--- src/rtl/fifo_rd_stream.sv ---
// fifo_rd_stream: drains a standard-mode FIFO read port into a 2-entry valid/ready stream buffer
// Ports:
//   clk, rst                     clock, asynchronous active-high reset
//   fifo_dout/empty/prog_empty   FIFO read side (dout valid the cycle after fifo_rd_en)
//   fifo_rd_en                   FIFO read strobe
//   burst_mode, flush            start gating: wait for !prog_empty unless flushing
//   m_data/m_valid/m_ready       output stream
//   rd_count                     completed stream beats (wraps)
//   busy                         high whenever the controller is not idle
module fifo_rd_stream #(
    parameter int WIDTH = 32,
    parameter int CNT_W = 32
) (
    input  logic             clk,
    input  logic             rst,
    input  logic [WIDTH-1:0] fifo_dout,
    input  logic             fifo_empty,
    input  logic             fifo_prog_empty,
    output logic             fifo_rd_en,
    input  logic             burst_mode,
    input  logic             flush,
    output logic [WIDTH-1:0] m_data,
    output logic             m_valid,
    input  logic             m_ready,
    output logic [CNT_W-1:0] rd_count,
    output logic             busy
);
    typedef enum logic [1:0] {IDLE, RUN, DRAIN} state_t;
    state_t           state;
    logic [1:0]       occ;
    logic             inflight;
    logic [WIDTH-1:0] head, tail;
    logic             pop, start, done;
    logic [1:0]       occ_pop;
    assign pop        = m_valid & m_ready;
    assign m_valid    = occ != 2'd0;
    assign m_data     = head;
    assign busy       = state != IDLE;
    assign start      = !fifo_empty & (!burst_mode | !fifo_prog_empty | flush);
    // occupancy left after this cycle's pop; the in-flight word lands on top of it
    assign occ_pop    = occ - {1'b0, pop};
    assign done       = !inflight & (occ_pop == 2'd0);
    // a read is only issued when its word is guaranteed a free slot on arrival
    assign fifo_rd_en = (state == RUN) & !fifo_empty & ((occ_pop + {1'b0, inflight}) < 2'd2);

    always_ff @(posedge clk or posedge rst) begin
        if (rst) begin
            state    <= IDLE;
            occ      <= 2'd0;
            inflight <= 1'b0;
            head     <= '0;
            tail     <= '0;
            rd_count <= '0;
        end else begin
            inflight <= fifo_rd_en;
            occ      <= occ_pop + {1'b0, inflight};
            if (pop) begin
                head     <= tail;
                rd_count <= rd_count + CNT_W'(1);
            end
            // the arriving word goes into the first free slot after the pop shift
            if (inflight && occ_pop == 2'd0) head <= fifo_dout;
            if (inflight && occ_pop == 2'd1) tail <= fifo_dout;
            case (state)
                IDLE:    if (start) state <= RUN;
                RUN:     if (fifo_empty) state <= DRAIN;
                DRAIN:   state <= start ? RUN : done ? IDLE : DRAIN;
                default: state <= IDLE;
            endcase
        end
    end
endmodule

--- config.mk ---
export PLATFORM = sky130hd
export DESIGN_NAME = fifo_rd_stream
export DESIGN_NICKNAME = d
export VERILOG_FILES = /design/src/rtl/fifo_rd_stream.sv
export SDC_FILE = /design/constraint.sdc
export NUM_CORES = 1
export LEC_CHECK = 0
export BUFFER_PORTS_ARGS = -buffer_cell sky130_fd_sc_hd__buf_4
export CORE_MARGIN = 2
export CORE_UTILIZATION = 57
export CTS_CLUSTER_SIZE = 28
export DETAILED_ROUTE_END_ITERATION = 6
export GPL_TIMING_DRIVEN = 0
export PLACE_DENSITY = 0.85
export SLEW_MARGIN = 10
export SYNTH_ARGS = -nofsm -noshare
export SYNTH_HDL_FRONTEND = slang
export SYNTH_SLANG_ARGS = --single-unit
--- constraint.sdc ---
create_clock -name clk -period 7.6 [get_ports clk]
set_input_delay 0.76 -clock clk [delete_from_list [all_inputs] [get_ports clk]]
set_output_delay 0.76 -clock clk [all_outputs]
set_load 0.02 [all_outputs]
==> impl_metrics.py <==
metrics = {
    "logic_synthesis": {
        "synth_ff_type": "dfrtp_1",
        "yosys-top-cells-count": "dfrtp_1, nand2_1, nor2_1",
        "synth_edf_count": 0,
        "synth_nets": 435,
        "async_reset_ff_frac": 1.00,
        "synth_top_area_frac": 0.588,
        "seq_area_frac_synth": 0.588,
        "synth_seq_cells": 101,
        "yosysMostFrequentCell": "dfrtp_1",
        "synth_area_leader_cell": "dfrtp_1",
        "synth_area_leaders": "dfrtp_1, mux2_2, nand2_1",
        "syn_avg_cell_area_um2": 10.9,
        "ys_warn_count": 0,
        "syn_area_mm2": 0.00430,
        "synth_cell_type_count": 25,
        "syn_inst": 393,
    },
    "worst_setup_path": {
        "crit_fanout": 10,
        "cp-endpoint": "fifo_rd_en",
        "end_kind": "output port",
        "crit_required_ns": 6.84,
        "setup.worst_path.start": "occ[1]",
        "startpoint_type": "register",
        "r2r_start": "occ[1]",
        "rr_endpoint": "tail[26]",
        "critical_path_class": "register to output port",
        "r2r_setup_slack_ns": 4.52,
        "arrival_ns": 3.11,
        "reg2reg_depth": 11,
    },
    "final_layout": {
        "drive_above_1_share": 0.326,
        "area.growth.synth_to_final_pct": 26.6,
        "final_nets": 552,
        "layout.cells.non_filler": 614,
        "antennaDiodeCount": 0,
    },
    "detailed_routing": {
        "drc": 0,
        "ant_nets": 0,
        "drtPass1Iterations": 4,
        "via_per_inst": 5.63,
        "routedWlPerCell_um": 16.0,
        "wirelength_um": 9850,
        "vias": 3456,
        "first_iter_violations": 147,
    },
    "power_and_ir_drop": {
        "vdd_drop_max_v": 0.000194,
        "p_per_area_mw_per_mm2": 335,
        "power.leakage_nw": 2.66,
    },
    "place": {
        "dp_hpwl_um": 6730,
        "post-place-cells": 598,
        "gp_congestion": 0.801,
        "place_ws_ns": 3.92,
        "port_buffers": 105,
    },
    "job": {
        "maxCapViolCount": 0,
    },
    "die": {
        "num_rows": 31,
        "fp.dieW_um": 90.8,
        "core_area_mm2": 0.00729,
        "dieArea_mm2": 0.00825,
        "start_util": 0.589,
        "dieHeight_um": 90.8,
        "io_pins": 106,
    },
    "clock_tree": {
        "cts_buffers": 9,
        "cts_tree": "yes",
        "htreeDepth": 3,
        "clk_pin_slew_ns": 0.09,
        "cts_setup_buffers": 0,
        "cts_sinks": 101,
        "ctsHoldBuffers": 0,
        "insertion_delay_ns": 0.36,
        "root_buffer": "clkbuf_8",
        "postCtsResizedCells": 0,
        "clock_path_buffers": 2,
    },
    "timing": {
        "fin_setup_tns_ns": 0,
        "rsz0062_at_grt": "no",
        "setup_viol": 0,
        "maxSlewHeadroom": 0.563,
        "fin_ws_ns": 3.73,
        "maxSlewViolCount": 0,
        "fin_crit_ns": 3.87,
        "tightest_slew_ns": 0.653,
        "hold_viol": 0,
        "skew_ns": 0.00831,
        "period_share": 0.509,
        "max_freq_mhz": 259,
    },
    "grt": {
        "antenna_found_initial": 0,
        "grt_pass1_vias": 3509,
        "grt_max_degree": 57,
        "grt-ovfl-total": 0,
        "grt_use_total": 0.249,
        "grt_pass1_wl_um": 16600,
    },
    "status": {
        "outcome": "finished clean",
    },
    "worst_hold_path": {
        "hold_path_class": "input port to async pin",
    },
}
-- cell usage in the layout (no fill, tap or decap), types with 2 or more instances in the layout --
cell	netlist	layout
nand3_1	12	12
dfrtp_1	101	101
a31oi_1	33	33
nand2_1	80	80
nor4_4	2	2
xnor2_1	24	24
clkbuf_1	10	10
buf_2	8	8
ha_1	3	3
inv_1	5	4
clkbuf_8	0	10
mux2_2	31	31
buf_4	0	105
nor3_1	5	5
and3_1	5	5
and2_1	2	2
nand4_1	16	16
nor2_1	38	38
clkinv_2	0	3
xor2_1	9	9
or2_2	2	2
-- critical path, stage by stage, from the launching register on --
cell	delay [ns]
dfrtp_1	0.42
or2_2	0.32
nand2_1	0.21
inv_1	0.08
buf_2	0.19
buf_2	0.21
ha_1	0.34
inv_1	0.06
ha_1	0.18
xnor2_1	0.15
nor4b_1	0.38
buf_4	0.22
-- state kept, by name (all words and copies together), names as in the netlist --
name      cells
inflight      1
m_data       32
occ           2
rd_count     32
state         2
tail         32
-- cells by family (layout without fill, tap and decap cells) --
| kind of cell | Yosys count | after routing | share of synthesized area |
|---|---|---|---|
| DFF | 101 | 101 | 0.588 |
| xor gates and xnor gates | 33 | 33 | 0.0673 |
| and+or+nand+nor | 164 | 164 | 0.174 |
| adders and majority gates | 3 | 3 | 0.00874 |
| buffers and inverters | 23 | 145 | 0.0224 |
| AOI/OAI and AO/OA | 37 | 37 | 0.0556 |
| muxes | 32 | 32 | 0.0839 |
-- metrics by stage --
stage | util | power, W | instance area (um^2) | hold WS [ns]
4_1_cts | 0.746 | 0.00183 | 5440 | 0.473
5_1_grt | 0.746 | 0.00192 | 5440 | 0.493
6_report | 0.746 | 0.00182 | 5440 | 0.462
2_1_floorplan | - | 0.00123 | 4300 | 0.458
3_3_place_gp | 0.714 | 0.00145 | 5210 | 0.463
3_5_place_dp | 0.718 | 0.00148 | 5240 | 0.471
-- area by class of cell --
class | instances | area, um^2
Buffer | 18 | 77.6
Clock buffer | 10 | 138
Clock inverter | 6 | 61.3
Fill cell | 534 | 1860
Inverter | 5 | 21.3
Multi-Input combinational cell | 269 | 1670
Sequential cell | 101 | 2530
Tap cell | 99 | 124
Timing Repair Buffer | 106 | 816
-- per-layer routing --
| layer | part of all wire | wire length (um) | vias to the layer above | track usage |
|---|---|---|---|---|
| met2 | 0.49 | 4810 | 122 | 0.407 |
| met3 | 0.083 | 818 | 10 | 0.0910 |
| li1 | - | - | 1576 | - |
| met4 | 0.0091 | 90 | 0 | 0.0669 |
| met1 | 0.42 | 4130 | 1748 | 0.316 |
| met5 | 0 | 0 | - | 0 |
-- power breakdown --
| part | switching, W | total (W) | internal (W) |
|---|---|---|---|
| Combinational | 0.000346 | 0.000640 | 0.000294 |
| Sequential | 0.000119 | 0.000834 | 0.000715 |
| Clock | 0.000185 | 0.000346 | 0.000161 |
| Total | 0.000650 | 0.00182 | 0.00117 |
-- how the worst min path moves through the flow --
stage                       from      endpoint  slack (ns)  depth (start not counted)
floorplan               tail[24]      tail[24]        0.46                          1
global placement    rd_count[31]  rd_count[31]        0.46                          1
detailed placement  rd_count[31]  rd_count[31]        0.47                          1
CTS                          rst    m_data[10]        0.47                          2
global route                 rst  rd_count[14]        0.49                          2
finish                       rst  rd_count[14]        0.46                          2
(Power assumes the default switching activity.)
